[src/rtl/sbox_pkg.sv]
// Shared constants and the per-port pipeline stage record for the S-box BRAM arbiter.
package sbox_pkg;

    localparam int SBOX_AW      = 10;
    localparam int SBOX_DW      = 8;
    localparam int SBOX_LAT     = 3;
    // Wide enough for the largest legal requester count (8).
    localparam int SBOX_IDW_MAX = 3;

    typedef struct packed {
        logic                    valid;
        logic [SBOX_IDW_MAX-1:0] id;
    } stage_t;

endpackage

[src/rtl/sbox_bram_arbiter_rr_pick2.sv]
// Round-robin picker: first and second set bit of req, scanning upward from ptr with wrap.
module rr_pick2 #(
    parameter int NREQ = 4,
    parameter int IDW  = $clog2(NREQ)
) (
    input  logic [NREQ-1:0] req,
    input  logic [IDW-1:0]  ptr,
    output logic [NREQ-1:0] gnt_a,
    output logic [NREQ-1:0] gnt_b,
    output logic [IDW-1:0]  idx_a,
    output logic [IDW-1:0]  idx_b,
    output logic            found_a,
    output logic            found_b
);

    always_comb begin
        logic [IDW-1:0] cand;
        cand    = '0;
        idx_a   = '0;
        idx_b   = '0;
        found_a = 1'b0;
        found_b = 1'b0;
        for (int k = 0; k < NREQ; k++) begin
            cand = IDW'((int'(ptr) + k) % NREQ);
            if (req[cand]) begin
                if (!found_a) begin
                    found_a = 1'b1;
                    idx_a   = cand;
                end else if (!found_b) begin
                    found_b = 1'b1;
                    idx_b   = cand;
                end
            end
        end
        gnt_a = found_a ? (NREQ'(1) << idx_a) : '0;
        gnt_b = found_b ? (NREQ'(1) << idx_b) : '0;
    end

endmodule

[src/rtl/sbox_bram_arbiter.sv]
// Two-grant round-robin arbiter feeding a dual-port S-box BRAM with output register;
// results return a fixed SBOX_LAT cycles after the handshake, tagged with the requester ID.
module sbox_bram_arbiter
    import sbox_pkg::*;
#(
    parameter int NREQ = 4,
    parameter int IDW  = $clog2(NREQ)
) (
    input  logic                    clk,
    input  logic                    rst,
    input  logic [NREQ-1:0]         req_valid,
    input  logic [NREQ*SBOX_AW-1:0] req_addr,
    output logic [NREQ-1:0]         req_ready,
    output logic                    rsp_a_valid,
    output logic                    rsp_b_valid,
    output logic [IDW-1:0]          rsp_a_id,
    output logic [IDW-1:0]          rsp_b_id,
    output logic [SBOX_DW-1:0]      rsp_a_data,
    output logic [SBOX_DW-1:0]      rsp_b_data,
    output logic [SBOX_AW-1:0]      bram_addra,
    output logic [SBOX_AW-1:0]      bram_addrb,
    output logic                    bram_en,
    output logic                    bram_rst,
    input  logic [SBOX_DW-1:0]      bram_doa,
    input  logic [SBOX_DW-1:0]      bram_dob
);

    logic [NREQ-1:0]    req_eff;
    logic [NREQ-1:0]    gnt_a;
    logic [NREQ-1:0]    gnt_b;
    logic [IDW-1:0]     idx_a;
    logic [IDW-1:0]     idx_b;
    logic               found_a;
    logic               found_b;
    logic [SBOX_AW-1:0] addr_arr [NREQ];

    logic [IDW-1:0]     rr_ptr_q, rr_ptr_d;
    logic [SBOX_AW-1:0] addr_a_q, addr_a_d;
    logic [SBOX_AW-1:0] addr_b_q, addr_b_d;
    stage_t             st_a_q [SBOX_LAT];
    stage_t             st_a_d [SBOX_LAT];
    stage_t             st_b_q [SBOX_LAT];
    stage_t             st_b_d [SBOX_LAT];

    // No grant may be issued in a reset cycle.
    assign req_eff = rst ? '0 : req_valid;

    rr_pick2 #(.NREQ(NREQ), .IDW(IDW)) u_pick (
        .req     (req_eff),
        .ptr     (rr_ptr_q),
        .gnt_a   (gnt_a),
        .gnt_b   (gnt_b),
        .idx_a   (idx_a),
        .idx_b   (idx_b),
        .found_a (found_a),
        .found_b (found_b)
    );

    assign req_ready = gnt_a | gnt_b;

    generate
        for (genvar gi = 0; gi < NREQ; gi++) begin : g_addr
            assign addr_arr[gi] = req_addr[gi*SBOX_AW +: SBOX_AW];
        end
    endgenerate

    always_comb begin
        logic [IDW-1:0] last;
        last     = found_b ? idx_b : idx_a;
        rr_ptr_d = rr_ptr_q;
        if (found_a) begin
            rr_ptr_d = (last == IDW'(NREQ - 1)) ? '0 : last + 1'b1;
        end
        addr_a_d = found_a ? addr_arr[idx_a] : '0;
        addr_b_d = found_b ? addr_arr[idx_b] : '0;
    end

    generate
        for (genvar gi = 0; gi < SBOX_LAT; gi++) begin : g_stage
            if (gi == 0) begin : g_head
                assign st_a_d[gi] = '{valid: found_a, id: SBOX_IDW_MAX'(idx_a)};
                assign st_b_d[gi] = '{valid: found_b, id: SBOX_IDW_MAX'(idx_b)};
            end else begin : g_shift
                assign st_a_d[gi] = st_a_q[gi-1];
                assign st_b_d[gi] = st_b_q[gi-1];
            end
        end
    endgenerate

    always_ff @(posedge clk) begin
        if (rst) begin
            rr_ptr_q <= '0;
            addr_a_q <= '0;
            addr_b_q <= '0;
            for (int i = 0; i < SBOX_LAT; i++) begin
                st_a_q[i] <= '0;
                st_b_q[i] <= '0;
            end
        end else begin
            rr_ptr_q <= rr_ptr_d;
            addr_a_q <= addr_a_d;
            addr_b_q <= addr_b_d;
            for (int i = 0; i < SBOX_LAT; i++) begin
                st_a_q[i] <= st_a_d[i];
                st_b_q[i] <= st_b_d[i];
            end
        end
    end

    // EN covers the array-read stage and REGCE the output-register stage; both share one pin.
    always_comb begin
        bram_en = 1'b0;
        for (int i = 0; i < SBOX_LAT - 1; i++) begin
            bram_en = bram_en | st_a_q[i].valid | st_b_q[i].valid;
        end
    end

    assign bram_addra  = addr_a_q;
    assign bram_addrb  = addr_b_q;
    assign bram_rst    = rst;

    assign rsp_a_valid = st_a_q[SBOX_LAT-1].valid;
    assign rsp_b_valid = st_b_q[SBOX_LAT-1].valid;
    assign rsp_a_id    = IDW'(st_a_q[SBOX_LAT-1].id);
    assign rsp_b_id    = IDW'(st_b_q[SBOX_LAT-1].id);
    assign rsp_a_data  = rsp_a_valid ? bram_doa : '0;
    assign rsp_b_data  = rsp_b_valid ? bram_dob : '0;

endmodule

[config.mk]
export PLATFORM = sky130hd
export DESIGN_NAME = sbox_bram_arbiter
export DESIGN_NICKNAME = d
export VERILOG_FILES = /design/src/rtl/sbox_pkg.sv /design/src/rtl/sbox_bram_arbiter_rr_pick2.sv /design/src/rtl/sbox_bram_arbiter.sv
export SDC_FILE = /design/constraint.sdc
export NUM_CORES = 1
export LEC_CHECK = 0
export CAP_MARGIN = 20
export CORE_UTILIZATION = 38
export DETAILED_ROUTE_END_ITERATION = 10
export PLACE_DENSITY_LB_ADDON = 0.15
export SYNTH_ARGS = -nofsm -noshare
export SYNTH_HDL_FRONTEND = slang
export SYNTH_SLANG_ARGS = --single-unit
[constraint.sdc]
create_clock -name clk -period 2.88 [get_ports clk]
set_input_delay 0.576 -clock clk [delete_from_list [all_inputs] [get_ports clk]]
set_output_delay 0.576 -clock clk [all_outputs]
set_load 0.01 [all_outputs]
== Yosys cells after proc, flatten, opt, wreduce, memory -nomap -nowiden ==
Memory sizes are Yosys's and may differ from the RTL's.
Cells that the tools add are included.

* Register bits: 22
* Latch bits: 0
* Memory bits (writable): 24
* Bits in read-only memories: 0
* Input bits: 62
* Output and inout port bits: 48
* Logic and storage cells: 89
* Memories: 2

* $add $sub $neg: 4
* $mul: 0
* Div/mod/pow operators: 0
* Order comparisons: 6
* Eq/ne operators: 1
* Shift-type cells: 2
* Muxes and demuxes: 55
* Bitwise logic cells: 14
* Reductions and logical operators: 2

{| class="wikitable"
|+ Memories
! memory !! words !! width !! rd ports !! clocked after memory_dff !! write ports !! RTL line !! RTL
|-
| st_a_q || 3 || 4 || 3 || 0 || 3 || sbox_bram_arbiter.sv:40 || <nowiki>stage_t st_a_q [SBOX_LAT];</nowiki>
|-
| st_b_q || 3 || 4 || 3 || 0 || 3 || sbox_bram_arbiter.sv:42 || <nowiki>stage_t st_b_q [SBOX_LAT];</nowiki>
|}

{| class="wikitable"
|+ Operator list
! cell !! number
|-
| 10-bit binary-select mux with 2-bit select || 2
|-
| 10-bit 2-to-1 mux || 4
|-
| 4-bit 2-to-1 mux || 9
|-
| 2-bit 2-to-1 mux || 17
|-
| 1-bit 2-to-1 mux || 17
|-
| 8-bit 2-to-1 mux || 2
|-
| 2-bit by 3-bit less-than comparator with 1-bit output (second input constant) || 4
|-
| 1-bit OR || 9
|-
| 1-bit binary-select mux with 2-bit select || 4
|-
| 1-bit by 2-bit left shift with 4-bit output (first input constant) || 2
|-
| 3-bit greater-or-equal comparator (second input constant) || 2
|-
| 2-bit inverter with 3-bit output || 2
|-
| 2-bit by 1-bit adder with 2-bit output (second input constant) || 2
|-
| 2-bit adder (second input constant) || 2
|-
| 4-bit OR || 1
|-
| 2-bit OR reduction || 2
|-
| 2-bit equality test (second input constant) || 1
|-
| 1-bit inverter || 2
|}

== Longest topological paths before layout ==
Gate-level depths: netlist of run 1.

* Word-level depth: 16
* Mapped depth: 13

== Hierarchy ==
A second synthesis of run 1 with hierarchy kept.

* Cells, all modules: 253
* Area total of the unflattened synthesis: 2416.1 sq um

{| class="wikitable"
|+ Modules (own cells, without submodules)
! module !! times used !! cells each !! area an instance (sq um) !! sequential area each (sq um)
|-
| sbox_bram_arbiter || 1 || 167 || 1783.0 || 800.8
|-
| rr_pick2 || 1 || 86 || 633.1 || 0.0
|}

== Worst setup path after synthesis of run 1 ==
Ideal clock, no wire load.

* Path kind: in2out
* From: input rst
* To: output req_ready[1]
* Data arrival time: 2.580 ns
* Required time: 2.304 ns
* Setup slack: -0.276 ns
* Stages: 11
* Path buffers: 3
* Cells stage by stage: buf_2 > nor2_1 > a2bb2oi_4 > inv_2 > ha_1 > nor4_1 > o31a_1 > a311o_1 > buf_2 > buf_2 > o22ai_1

* Longest elaborated chain between the ends: 15

{| class="wikitable"
|+ Ends and longest elaborated chain
! item !! RTL line !! RTL
|-
| from (decl) || sbox_bram_arbiter.sv:10 || <nowiki>input logic rst,</nowiki>
|-
| 4-bit 2-to-1 mux * || sbox_bram_arbiter.sv:46 || <nowiki>assign req_eff = rst ? '0 : req_valid;</nowiki>
|-
| 1-bit binary-select mux with 2-bit select || sbox_bram_arbiter_rr_pick2.sv:25 || <nowiki>if (req[cand]) begin</nowiki>
|-
| 1-bit 2-to-1 mux (implied by the code) || sbox_bram_arbiter_rr_pick2.sv:25 ||
|-
| 1-bit 2-to-1 mux || sbox_bram_arbiter_rr_pick2.sv:25 ||
|-
| 2-bit 2-to-1 mux or 1-bit 2-to-1 mux (tied branches) || sbox_bram_arbiter_rr_pick2.sv:26 || <nowiki>if (!found_a) begin</nowiki>
|-
| 2-bit 2-to-1 mux or 1-bit 2-to-1 mux (tied branches) || sbox_bram_arbiter_rr_pick2.sv:25 ||
|-
| 2-bit 2-to-1 mux || sbox_bram_arbiter_rr_pick2.sv:29 || <nowiki>end else if (!found_b) begin</nowiki>
|-
| 2-bit 2-to-1 mux || sbox_bram_arbiter_rr_pick2.sv:26 ||
|-
| 2-bit 2-to-1 mux || sbox_bram_arbiter_rr_pick2.sv:25 ||
|-
| 2-bit 2-to-1 mux || sbox_bram_arbiter_rr_pick2.sv:29 ||
|-
| 2-bit 2-to-1 mux || sbox_bram_arbiter_rr_pick2.sv:26 ||
|-
| 2-bit 2-to-1 mux || sbox_bram_arbiter_rr_pick2.sv:25 ||
|-
| 1-bit by 2-bit left shift with 4-bit output || sbox_bram_arbiter_rr_pick2.sv:36 || <nowiki>gnt_b = found_b ? (NREQ'(1) << idx_b) : '0;</nowiki>
|-
| 4-bit 2-to-1 mux || sbox_bram_arbiter_rr_pick2.sv:36 ||
|-
| 4-bit OR * || sbox_bram_arbiter.sv:59 || <nowiki>assign req_ready = gnt_a | gnt_b;</nowiki>
|-
| to (decl) || sbox_bram_arbiter.sv:13 || <nowiki>output logic [NREQ-1:0] req_ready,</nowiki>
|}

Mark *: on every way between the ends. The rest lies on a longest branch, timed or not. The select of a mux whose other input is x is not followed.

== Worst setup path in the final report of run 1 ==
* From: register rr_ptr_q[0]
* To: output req_ready[2]

* Longest elaborated chain between the ends: 14

{| class="wikitable"
|+ Ends and longest elaborated chain
! item !! RTL line !! RTL
|-
| from (decl) || sbox_bram_arbiter.sv:37 || <nowiki>logic [IDW-1:0] rr_ptr_q, rr_ptr_d;</nowiki>
|-
| from (signal assigned) || sbox_bram_arbiter.sv:100 || <nowiki>rr_ptr_q <= rr_ptr_d;</nowiki>
|-
| branches (longest 13 deep; another with 2-bit by 1-bit adder with 2-bit output) || n/a ||
|-
| 4-bit OR * || sbox_bram_arbiter.sv:59 ||
|}

Every way passes the cells marked *. The select of a mux whose other input is x is not followed.

==> results of run 1 <==
placed cells by master, fill, tap and decap left out, types with 2 or more instances in the layout:
cell / n
nor2_1: 7
buf_2: 3
a311oi_1: 10
mux2i_4: 2
inv_1: 5
a211oi_1: 10
mux2_4: 2
clkdlybuf4s15_2: 3
xor2_1: 2
nand3_1: 2
and3_1: 2
dfxtp_1: 38
nand2_2: 3
a31oi_4: 3
and2_1: 36
buf_6: 11
buf_4: 55
a211o_1: 3
o21ai_0: 3
and2_4: 2
a311o_1: 2
inv_2: 4
a21oi_1: 4
mux4_2: 5
nand3b_1: 2
mux4_1: 5
nand2_1: 30
nor2b_1: 12
o22ai_4: 3
o311ai_1: 2
nor4_1: 2
clkdlybuf4s50_1: 100
a2bb2oi_4: 2
a21oi_2: 2
clkbuf_8: 5
through the flow:
| step | cell area, µm² | setup WS (ns) | setup TNS [ns] |
|---|---|---|---|
| finish | 4270 | -0.171 | -0.552 |
| global placement | 3920 | -0.971 | -13.59 |
| global route | 4270 | -0.294 | -1.03 |
| floorplan | 2520 | -0.0175 | -0.0175 |
| CTS | 4160 | -0.156 | -0.601 |
| detailed placement | 3920 | -0.993 | -14.90 |
metal layers:
| metal | vias up | wire length, µm | global-route usage, % |
|---|---|---|---|
| met5 | - | 0 | 0 |
| met4 | 0 | 42 | 5.96 |
| met3 | 7 | 643 | 5.11 |
| met2 | 124 | 3830 | 40.7 |
| met1 | 1226 | 2830 | 25.1 |
| li1 | 1252 | - | - |
repair_timing:
action	4_1_cts	5_1_grt
pin swaps	10	8
gates resized for setup	56	16
cloned	1	0
setup endpoints to repair	26	15
buffers inserted	10	6
cells by family after synthesis:
logic type               after synthesis  synth area share (%)
AO/OA/AOI/OAI                         55                  19.8
XOR/XNOR                               2                 0.724
adder cells (fa/ha/maj)                3                  1.45
buffers and inverters                 26                  6.51
flip-flops                            40                  33.1
multiplexers                          15                  13.2
AND/OR/NAND/NOR                      113                  25.2
worst max-delay path by stage:
stage               cells after the start  slack, ns            to
floorplan                              12      -0.02  req_ready[3]
global placement                       10      -0.97  req_ready[2]
detailed placement                     10      -0.99  req_ready[2]
CTS                                     9      -0.16  req_ready[3]
global route                           11      -0.29  req_ready[2]
finish                                 11      -0.17  req_ready[2]
where the power goes:
part | switching [W] | leakage, nW | internal [W] | total [W]
sequential | 0.0000900 | 0.331 | 0.000770 | 0.000860
combinational | 0.00125 | 1.35 | 0.00154 | 0.00279
clock | 0.000193 | 0.0400 | 0.000164 | 0.000357
total | 0.00154 | 1.72 | 0.00247 | 0.00400
final cells by class:
cell class / instances / share of cell area, %
multi-input cells: 188 / 38.5
repair buffers: 174 / 37.8
flip-flops and latches: 40 / 18.9
well taps: 75 / 2.20
clock buffers: 5 / 1.61
inverters: 9 / 0.792
clock inverters: 2 / 0.293
sequential cells by signal, indices dropped and copies added (netlist names):
name,cells
bram_addra,10
bram_addrb,10
st_a_q,9
st_b_q,9
rr_ptr_q,2
==> impl_metrics.yaml, run 1 <==
outcome:
  outcome: "finished with violations"
  violations: "negative setup slack"
sta:
  hold_violations: 0
  min_period_ns: 3.05
  finalWorstSetupSlack_ns: -0.171
  setup_viol: 4
  timing.fmax_ghz: 0.328
  tightest_slew_ns: 0.466
  period_share_pct: 106
  slew_viol_final: 0
  skew_ns: 0.00955
  maxSlewHeadroom_pct: 68.4
  rsz0062_at_grt: "true"
  timing.hold.ws_ns: 0.440
routing:
  wl_per_cell_um: 14.9
  drtPass1Iterations: 4
  ant_nets: 0
  drt_wl_total_um: 7340
  drc: 0
  num_vias: 2609
  first_iter_violations: 69
  viasPerCell: 5.29
global_routing:
  grt_pass1_vias: 2493
  grt_pass1_wl_um: 11200
  grt_max_degree: 23
  antenna_found_initial: 0
  grt.overflow.total: 0
  track_usage_pct: 22.0
placed_design:
  gp_congestion: 0.940
  port_buffers: 109
  place_hpwl_um: 5340
  placed_cells: 469
cells_and_area:
  num-nets-final: 482
  seq_area_um2: 806
  fillers: 437
  area_growth_pct: 76.2
  final_cells: 493
  antenna_cells: 0
  final_core_util_pct: 70.8
  multiInputGateArea_mm2: 0.00164
  drive_above_1_share_pct: 29.9
clocking:
  cts_tree: "built"
  root_buffer: "clkbuf_8"
  clkLatencyLatePin_ns: 0.29
  clock-sinks: 40
  cts.clk_slew.worst_paths_ns: 0.07
  holdBufCountCts: 0
  h-tree-depth: 2
  cts_buffers: 5
  cts_buffer_depth: 2
worst_setup_path:
  path_cells: "buf_8 -> mux2i_4 -> a2bb2oi_4 -> buf_6 -> a31oi_1 -> a211o_1 -> a21oi_2 -> buf_4 -> nand2_1 -> o21ai_2 -> buf_2"
  rrSetupSlack_ns: 0.09
  slowest_delay_ns: 0.41
  cp_slowest_cell: "dfxtp_4"
  reg2regPathDepth: 10
  cp.required_ns: 2.30
  worstReg2RegStart: "rr_ptr_q[0]$_SDFFE_PP0N_"
  end_kind: "output port"
  cp-startpoint: "rr_ptr_q[0]$_SDFFE_PP0N_"
  critical_path_class: "reg2out"
  cpLargestDelayFamily: "compound AO/OA/AOI/OAI gates"
  crit_buf_inv: 4
  worstSetupStartpointType: "register"
  cp.arrival_ns: 2.48
  r2r_end: "bram_addra[1]$_SDFF_PP0_"
  critPathMaxFanout: 6
worst_hold_path:
  hold_start: "st_b_q[0][0]$_SDFF_PP0_"
  holdPathEnd: "st_b_q[0][4]$_SDFF_PP0_"
  worstHoldPathCells: 1
  hold_class: "reg2reg"
floorplan:
  rows: 28
  fp.dieH_um: 81.8
  core_mm2: 0.00603
  die_w_um: 81.8
  dieArea_mm2: 0.00669
  start_util_pct: 40.2
  ioPinCount: 110
synthesis:
  synth_seq_cells: 40
  synth.most_common_cell: "dfxtp_1"
  syn_inst: 254
  netlist_area_mm2: 0.00242
  synth_area_leaders: "dfxtp_1, and2_1, mux4_1"
  synth_top_flop_cell: "dfxtp_1"
  syn_area_per_cell_um2: 9.53
  ys_async_sr_fraction_pct: 0
  synth_top_cell_by_area: "dfxtp_1"
  yosysSeqAreaShare_pct: 33.1
  synth_edf_count: 0
  synth_commonest_cells: "dfxtp_1, and2_1, nand2_1"
  synthesis.nets: 318
  yosys_warnings: 0
  synth.top_cell.area_share_pct: 33.1
  synth_cell_types: 53
power:
  ir_drop_mv: 0.558
  p_leak_nw: 1.72
  power.total_w: 0.00400
  power.density_mw_per_mm2: 939
run:
  drv_cap: 0
No activity file was read; power rests on OpenSTA's default activity.
==> run 2: changes to the inputs <==
Settings changed: SYNTH_HIERARCHICAL set to 1.
==> run 2 against run 1 <==
Effect of this change:
- the run still ends with negative setup slack left
- synthesized area is 0.21% lower
- synthesized cell count is 0.39% lower
- total power is 45% lower
- via count is 7.7% lower
- core utilization is 3.4 points lower
- sequential share of layout area is 0.86 points higher
- sequential power is 24% lower
- fmax is 7.6% lower
- critical path depth is 2 higher
- largest power group unchanged
- hold slack better by 0.0013 ns
==> impl_metrics.yaml, run 2 <==
outcome:
  outcome: "finished with violations"
  violations: "negative setup slack"
sta:
  period_share_pct: 115
  min_period_ns: 3.30
  slew_viol_final: 0
  skew_ns: 0.00605
  timing.hold.ws_ns: 0.441
  rsz0062_at_grt: "true"
  finalWorstSetupSlack_ns: -0.423
  maxSlewHeadroom_pct: 48.7
  hold_violations: 0
  setup_viol: 16
  tightest_slew_ns: 0.757
  timing.fmax_ghz: 0.303
routing:
  drtPass1Iterations: 4
  num_vias: 2409
  viasPerCell: 5.20
  first_iter_violations: 48
  ant_nets: 0
  wl_per_cell_um: 14.5
  drc: 0
  drt_wl_total_um: 6720
placed_design:
  port_buffers: 109
  place_hpwl_um: 4760
  gp_congestion: 0.879
  placed_cells: 447
worst_hold_path:
  hold_start: "st_b_q[0][4]$_SDFF_PP0_"
  worstHoldPathCells: 1
  hold_class: "reg2reg"
  holdPathEnd: "st_b_q[0][8]$_SDFF_PP0_"
worst_setup_path:
  cp.required_ns: 2.30
  critPathMaxFanout: 4
  r2r_end: "rr_ptr_q[0]$_SDFFE_PP0P_"
  worstReg2RegStart: "rr_ptr_q[1]$_SDFFE_PP0P_"
  critical_path_class: "in2out"
  reg2regPathDepth: 15
  cp.arrival_ns: 2.73
  rrSetupSlack_ns: -0.33
  end_kind: "output port"
  worstSetupStartpointType: "primary input"
clocking:
  h-tree-depth: 2
  clkLatencyLatePin_ns: 0.30
  clock-sinks: 40
  cts_buffers: 5
  cts_tree: "built"
  root_buffer: "clkbuf_8"
  cts_buffer_depth: 2
  holdBufCountCts: 0
  cts.clk_slew.worst_paths_ns: 0.08
floorplan:
  dieArea_mm2: 0.00668
  core_mm2: 0.00603
  rows: 28
  start_util_pct: 40.1
  ioPinCount: 110
  die_w_um: 81.7
  fp.dieH_um: 81.7
synthesis:
  yosys_warnings: 6
  yosysSeqAreaShare_pct: 33.1
  ys_async_sr_fraction_pct: 0
  synth_edf_count: 0
  synth_commonest_cells: "mux2i_1, dfxtp_1, nor2b_1, o22ai_1, and2_1"
  netlist_area_mm2: 0.00242
  syn_inst: 253
  synth.most_common_cell: "mux2i_1"
  synth_top_cell_by_area: "dfxtp_1"
  syn_area_per_cell_um2: 9.55
  synthesis.nets: 318
  synth_top_flop_cell: "dfxtp_1"
  synth_seq_cells: 40
  synth_area_leaders: "dfxtp_1, mux2i_1, nor2b_1"
  synth_cell_types: 55
  synth.top_cell.area_share_pct: 33.1
global_routing:
  antenna_found_initial: 0
  grt_pass1_wl_um: 10100
  grt_max_degree: 27
  grt.overflow.total: 0
  track_usage_pct: 19.6
  grt_pass1_vias: 2229
power:
  power.total_w: 0.00219
  power.density_mw_per_mm2: 541
  p_leak_nw: 1.63
  ir_drop_mv: 0.396
run:
  drv_cap: 0
cells_and_area:
  num-nets-final: 452
  area_growth_pct: 68.0
  layout_common_cells: "clkdlybuf4s50_1, mux2i_1, dfxtp_1, buf_4, and2_1"
  drive_above_1_share_pct: 23.7
  final_core_util_pct: 67.4
  antenna_cells: 0
  final_common_cell: "clkdlybuf4s50_1"
  final_cells: 463
## run 2: cell count changes in the layout (fill, tap and decap cells not counted), moves of 4 or more
| cell | before | now |
|---|---|---|
| mux2i_1 | 1 | 42 |
| nand2_1 | 30 | 4 |
| buf_4 | 55 | 33 |
| and2_1 | 36 | 19 |
| o22ai_1 | 1 | 18 |
| a211oi_1 | 10 | 0 |
| a311oi_1 | 10 | 0 |
| and2b_1 | 0 | 5 |
| mux4_1 | 5 | 0 |
| mux4_2 | 5 | 0 |
| nor2b_4 | 0 | 5 |
| nor2b_1 | 12 | 16 |
| o22ai_2 | 1 | 5 |
## run 2: final cells by class
cell class | count | area [µm²]
Clock buffer | 5 | 68.8
Clock inverter | 3 | 46.3
Fill cell | 477 | 1970
Inverter | 7 | 26.3
Multi-Input combinational cell | 185 | 1590
Sequential cell | 40 | 802
Tap cell | 75 | 93.8
Timing Repair Buffer | 148 | 1440
## run 2: metal layers
| metal | vias to the layer above | part of all wire (%) | global-route usage, % |
|---|---|---|---|
| met4 | 0 | 2.0 | 7.19 |
| met3 | 13 | 9.3 | 6.11 |
| met1 | 1119 | 41 | 23.6 |
| met5 | - | 0 | 0 |
| met2 | 106 | 48 | 32.7 |
| li1 | 1171 | - | - |
## run 2: report_power, final
part	internal (W)	total (W)	switching [W]	leakage, nW
clock network	0.000261	0.000472	0.000211	0.0548
logic	0.000604	0.00107	0.000461	1.25
registers	0.000627	0.000657	0.0000302	0.328
## run 2: worst max-delay path by stage
stage	from	to	slack (ns)	cells after the start
5_1_grt	req_valid[0]	req_ready[3]	-0.50	13
4_1_cts	req_valid[1]	req_ready[3]	-0.32	13
3_5_place_dp	rst	req_ready[3]	-1.26	11
2_1_floorplan	rst	rr_ptr_q[0]$_SDFFE_PP0P_	-0.35	14
3_3_place_gp	rst	req_ready[3]	-1.21	11
6_report	req_valid[0]	req_ready[3]	-0.42	13
## run 2: worst max-delay path: stages
cell      delay (ns)
buf_6           0.09
nor2b_4         0.11
mux2_4          0.29
nor2_4          0.13
nor2_4          0.05
ha_4            0.16
nand2_2         0.07
o22ai_2         0.06
and3_1          0.19
a2111o_1        0.47
nor2b_4         0.16
or2_4           0.25
buf_6           0.12
## run 2: logic make-up after synthesis
family	count (synthesis)	share of synthesized area, %
multiplexers	48	21.0
buffers and inverters	28	6.94
adder cells (fa/ha/maj)	4	1.97
XOR/XNOR	1	0.363
flip-flops	40	33.1
AO/OA/AOI/OAI	51	16.1
AND/OR/NAND/NOR	81	20.5
## run 2: what timing repair did
item,CTS,global route
gates cloned,0,1
setup buffers,9,2
pin swaps,10,9
endpoints found under the setup margin,27,16
resized for setup,50,23
## run 2: stage by stage
step	instance area [µm²]	TNS (ns)	setup slack, ns
2_1_floorplan	2500	-2.36	-0.348
5_1_grt	4060	-5.15	-0.496
6_report	4060	-3.75	-0.423
3_5_place_dp	3760	-19.25	-1.26
3_3_place_gp	3760	-17.70	-1.21
4_1_cts	3970	-1.36	-0.320
